==> config.mk <==
export PLATFORM = sky130hd
export DESIGN_NAME = shift_add_multiplier
export DESIGN_NICKNAME = d
export VERILOG_FILES = /design/src/rtl/mult_pkg.sv /design/src/rtl/cla_adder_w.sv /design/src/rtl/shift_add_multiplier.sv
export SDC_FILE = /design/constraint.sdc
export NUM_CORES = 1
export LEC_CHECK = 0
export ABC_AREA = 1
export CORE_MARGIN = 1
export CORE_UTILIZATION = 55
export CTS_BUF_LIST = sky130_fd_sc_hd__clkbuf_2
export DETAILED_ROUTE_END_ITERATION = 7
export PLACE_DENSITY = 0.82
export SLEW_MARGIN = 20
export SYNTH_ARGS = -nofsm -noshare
export SYNTH_HDL_FRONTEND = slang
export SYNTH_SLANG_ARGS = --single-unit
==> constraint.sdc <==
create_clock -name clk -period 3.3 [get_ports clk]
set_clock_uncertainty 0.2 [all_clocks]
set_input_delay 0.66 -clock clk [delete_from_list [all_inputs] [get_ports clk]]
set_output_delay 0.66 -clock clk [all_outputs]
set_load 0.01 [all_outputs]
==> src/rtl/mult_pkg.sv <==
// mult_pkg: shared state encoding and adder slice width for the multiplier family
package mult_pkg;
    localparam logic [1:0] ST_IDLE   = 2'd0;
    localparam logic [1:0] ST_RUN    = 2'd1;
    localparam logic [1:0] ST_DONE   = 2'd2;
    localparam int         CLA_SLICE = 4;
endpackage

==> src/rtl/cla_adder_w.sv <==
// cla_adder_w: WIDTH-bit adder built from ripple-chained 4-bit carry-lookahead slices
module cla4 (
    input  logic [3:0] a,
    input  logic [3:0] b,
    input  logic       cin,
    output logic [3:0] sum,
    output logic       cout
);
    logic [3:0] g, p;
    logic [4:0] c;
    assign g = a & b;
    assign p = a ^ b;
    assign c[0] = cin;
    assign c[1] = g[0] | (p[0] & cin);
    assign c[2] = g[1] | (p[1] & g[0]) | (p[1] & p[0] & cin);
    assign c[3] = g[2] | (p[2] & g[1]) | (p[2] & p[1] & g[0]) | (p[2] & p[1] & p[0] & cin);
    assign c[4] = g[3] | (p[3] & g[2]) | (p[3] & p[2] & g[1]) | (p[3] & p[2] & p[1] & g[0])
                | (p[3] & p[2] & p[1] & p[0] & cin);
    assign sum  = p ^ c[3:0];
    assign cout = c[4];
endmodule

module cla_adder_w
    import mult_pkg::*;
#(
    parameter int WIDTH = 16
) (
    input  logic [WIDTH-1:0] a,
    input  logic [WIDTH-1:0] b,
    input  logic             cin,
    output logic [WIDTH-1:0] sum,
    output logic             cout
);
    localparam int NS = WIDTH / CLA_SLICE;
    logic [NS:0] c;
    assign c[0] = cin;
    assign cout = c[NS];
    for (genvar i = 0; i < NS; i++) begin : g_slice
        cla4 u_slice (
            .a   (a[i*CLA_SLICE +: CLA_SLICE]),
            .b   (b[i*CLA_SLICE +: CLA_SLICE]),
            .cin (c[i]),
            .sum (sum[i*CLA_SLICE +: CLA_SLICE]),
            .cout(c[i+1])
        );
    end
endmodule

==> src/rtl/shift_add_multiplier.sv <==
// shift_add_multiplier: sequential radix-2 shift-and-add unsigned multiplier with valid/ready handshakes
module shift_add_multiplier
    import mult_pkg::*;
#(
    parameter int WIDTH = 16
) (
    input  logic                 clk,
    input  logic                 rst_n,
    input  logic                 in_valid,
    output logic                 in_ready,
    input  logic [WIDTH-1:0]     a,
    input  logic [WIDTH-1:0]     b,
    output logic                 out_valid,
    input  logic                 out_ready,
    output logic [2*WIDTH-1:0]   product
);
    localparam int CW = $clog2(WIDTH);

    if (WIDTH < CLA_SLICE || WIDTH % CLA_SLICE != 0) begin : g_bad_width
        $error("shift_add_multiplier: WIDTH must be a multiple of 4 and >= 4");
    end

    logic [1:0]         state;
    logic [CW-1:0]      cnt;
    logic [WIDTH-1:0]   mcand, acc_hi, mq, addend, s;
    logic               c, accept, last;
    logic [2*WIDTH-1:0] shifted;

    assign in_ready = (state == ST_IDLE) || (state == ST_DONE && out_ready);
    assign accept   = in_valid && in_ready;
    assign last     = (state == ST_RUN) && (cnt == CW'(WIDTH - 1));
    assign addend   = mq[0] ? mcand : '0;
    // The adder carry-out becomes the top bit of the accumulator after the shift, so nothing is lost
    assign shifted  = {c, s, mq[WIDTH-1:1]};

    cla_adder_w #(.WIDTH(WIDTH)) u_add (
        .a   (acc_hi),
        .b   (addend),
        .cin (1'b0),
        .sum (s),
        .cout(c)
    );

    // FSM, datapath shift/accumulate and output handshake
    always_ff @(posedge clk) begin
        if (!rst_n) begin
            state     <= ST_IDLE;
            cnt       <= '0;
            mcand     <= '0;
            acc_hi    <= '0;
            mq        <= '0;
            product   <= '0;
            out_valid <= 1'b0;
        end else begin
            if (out_valid && out_ready) out_valid <= 1'b0;
            if (accept) begin
                mcand  <= a;
                mq     <= b;
                acc_hi <= '0;
                cnt    <= '0;
                state  <= ST_RUN;
            end else if (state == ST_RUN) begin
                {acc_hi, mq} <= shifted;
                cnt          <= cnt + 1'b1;
                if (last) begin
                    product   <= shifted;
                    out_valid <= 1'b1;
                    state     <= ST_DONE;
                end
            end else if ((state == ST_DONE && out_ready) || state == 2'd3) begin
                state <= ST_IDLE;
            end
        end
    end
endmodule

==> impl_summary.txt <==
----------------------------------------------------
[Detailed routing]
  1st-pass router iterations ... 5
  DR vias ... 3,768
  Iteration-0 DRC Markers ... 227
  Final routed DRC violation total ... 0
  Per-cell routed wire length ... 12.95 um
  Total Wirelength ... 9438 um
  Via-to-Cell Ratio ... 5.169
  DRT antenna net count ... 0

[Clocking]
  CTS resizes ... 0
  Number of buffers between clock root and the deepest sink ... 2
  Clock-pin slew on the worst setup and hold paths ... 0.23 ns
  CTS tree ... yes
  CTS Hold Bufs ... 0
  Worst skew pair latency ... 0.54 ns
  Post-CTS Setup Inserts ... 0
  CTS Buf Count ... 9
  Number of sinks on the clock net ... 87
  Clock Tree Root ... clkbuf_2
  Number of levels the H-tree was split into ... 3

[Timing]
  Setup-failing EPs final ... 0
  Slew Limit Fails ... 0
  Number of endpoints with negative hold slack in the final report ... 0
  Tcrit/Tclk final ... 0.8838
  Setup TNS Final ... 0 ns
  Slew headroom ... 0.5541
  Max Clk Rate ... 342.9 MHz
  Min Tclk post-route ... 2.917 ns
  RSZ-0062 raised after global routing ... false
  Slew @ Worst Pin ... 0.6673 ns

[GRT]
  All-layer global routing usage ... 0.2669
  Global-route wire length before repair ... 15,970 um
  Met2 Use GR ... 0.4813
  GRT busiest layer ... met2
  Antenna violations before repair ... 0
  Maximum number of pins on one net before global-route repair ... 41
  Via count of the first global-routing pass ... 3,680
  Met3 usage in global routing ... 0.07069
  GR met1 Demand/Resource ... 0.3131
  Total congestion overflow after global routing ... 0

[Yosys]
  Cell Area, Synth ... 4070 um2
  Flip-flop and latch count after synthesis ... 87
  Number of distinct standard cells referenced by the synthesized netlist ... 29
  Warnings, synthesis ... 0
  Synthesized instance count ... 567
  Net count after synthesis ... 624
  Avg Synthesized Cell Area ... 7.178 um2
  Sequential fraction of the synthesis area ... 0.4279

[Final layout]
  Util after Layout ... 0.7013
  Area Growth Syn to Fin ... 20.29%
  Fraction of final layout cells sized beyond drive strength 1 ... 0.05845
  Number of inserted diodes ... 0
  Fin nets ... 685

[Place]
  # port buffers ... 69
  Global placement routability congestion ... 0.9062
  Post-detailed-placement half-perimeter wirelength ... 6585 um

[Worst hold path]
  Kind of path behind the tightest hold check ... flop to flop
  Number of instances on the worst hold path ... 2

[Floorplan]
  Die Wd ... 88.03 um
  Initial Util ... 0.5830
  Num ports ... 70
  Area of the core ... 6982 um2
  Num rows ... 30
  Area enclosed by the die boundary ... 7748 um2
  Die span in y ... 88.03 um

[Run status]
  Status ... completed

[Critical path]
  Endpoint required time on the critical path ... 3.58 ns
  Arrival time worst endpoint ... 3.20 ns
  Chain of cells forming the critical path ... nand2_1 > inv_1 > ha_1 > or2_0 > nand2_1 > nand2_2 > nand2_2 > nand2_4 > nand2_4 > nand2_4 > fa_1 > xor2_1 > nand2_1 > a21oi_1
  Buffering stage count on the worst path with inverters included ... 1
  Levels on crit path ... 14
  Path type of the worst setup path ... flop to flop
  Critical path fanouts, max ... 17
  Kind of start point of the critical path ... flop
  Maximum cell stage delay along the critical path ... 0.77 ns
  Path depth of the worst reg2reg path ... 14
  Type of element capturing the critical path ... flop
  Worst-path cell with the longest stage delay ... dfxtp_1
  Kind of cell adding the most delay to the critical path ... simple AND/OR/NAND/NOR gates

[Pwr]
  Leakage Power ... 0.002248 uW
  Worst VDD drop ... 0.2251 mV
  Power per unit of standard cell area ... 364.3 nW/um2

[Flow run]
  Max Cap Viol ... 0

----------------------------------------------------
## area by class of cell
class                           count  area (um2)
Fill cell                         616        2086
Inverter                           55       206.4
Tap cell                           96       120.1
Timing Repair Buffer               78       758.2
Multi-Input combinational cell    397        1982
Clock inverter                      6       37.54
Clock buffer                       10       50.05
Sequential cell                    87        1742
## report_power, final
group          switching (uW)  leakage, uW  internal (uW)
sequential               27.3     0.000707           1090
combinational             118      0.00148           90.2
clock                     362    0.0000570           98.8
total                     507      0.00225           1280
## cells in the final DEF, fill, tap and decap left out, types with 9 or more instances in the layout
| cell type | n |
|---|---|
| nand2_1 | 179 |
| dfxtp_1 | 87 |
| clkdlybuf4s50_1 | 69 |
| nor2_1 | 64 |
| inv_1 | 53 |
| a21oi_1 | 53 |
| nand3_1 | 20 |
| ha_1 | 17 |
| a31oi_1 | 15 |
| o21ai_0 | 14 |
| clkbuf_2 | 10 |
| buf_4 | 9 |
## synthesized netlist by cell type
cell	n	share of area
a21o_1	1	0.0018
a21oi_1	53	0.065
a221oi_1	2	0.0043
a31oi_1	15	0.023
buf_1	2	0.0018
buf_2	13	0.016
buf_4	3	0.0055
buf_6	1	0.0028
clkbuf_1	9	0.0083
dfxtp_1	87	0.43
fa_1	4	0.020
ha_1	17	0.052
inv_1	53	0.049
inv_2	2	0.0018
nand2_1	179	0.17
nand2_2	5	0.0077
nand2_4	3	0.0083
nand3_1	20	0.025
nand3b_1	3	0.0055
nand4_1	2	0.0031
nor2_1	64	0.059
nor2_2	2	0.0031
nor2_4	1	0.0028
o21ai_0	14	0.017
o21bai_1	1	0.0018
or2_0	1	0.0015
or2_2	1	0.0015
xnor2_1	3	0.0065
xor2_1	6	0.013
## worst paths after layout
| path | start | to | slack (ns) |
|---|---|---|---|
| worst min-delay path | mq[3] | product[2] | 0.28 |
| worst max register to register | mq[0] | acc_hi[12] | 0.38 |
| worst min register to register | mq[3] | product[2] | 0.28 |
| worst max-delay path | mq[0] | acc_hi[12] | 0.38 |
## stage by stage
step	worst slack [ns]	cell area, um2	total power [uW]	std cells	hold slack, ns
4_1_cts	0.4112	4896	1792	729	0.2822
5_1_grt	0.1774	4896	1862	729	0.2850
3_3_place_gp	0.5167	4808	1336	713	0.2512
6_report	0.3834	4896	1784	729	0.2771
2_1_floorplan	0.5530	4070	1258	567	0.2402
3_5_place_dp	0.4457	4808	1342	713	0.2544
## state kept, by name, indices dropped and copies added (netlist names)
| register | flops |
|---|---|
| out_valid | 1 |
| cnt | 4 |
| mq | 16 |
| state | 2 |
| product | 32 |
| mcand | 16 |
| acc_hi | 16 |
## routing by layer
layer / part of all wire / vias to the layer above
met5: 0 / -
met4: 0.013 / 0
met3: 0.063 / 12
met2: 0.49 / 112
met1: 0.43 / 1736
li1: - / 1908
## worst reg2reg max path, delay by kind of cell, from the launching register on
kind | cells | cell delay [ns]
fa+ha+maj | 2 | 0.64
xor+xnor | 1 | 0.20
flops | 1 | 0.77
compound gates | 1 | 0.13
buf+inv | 1 | 0.07
simple gates | 9 | 0.88
## cells by family after synthesis
group / after synthesis / synth area share
buffers and inverters: 83 / 0.08515
XOR/XNOR: 9 / 0.01937
flip-flops: 87 / 0.4279
adder cells (fa/ha/maj): 21 / 0.07193
AND/OR/NAND/NOR: 281 / 0.2822
AO/OA/AOI/OAI: 86 / 0.1134
No activity file was read; power rests on OpenSTA's default activity.
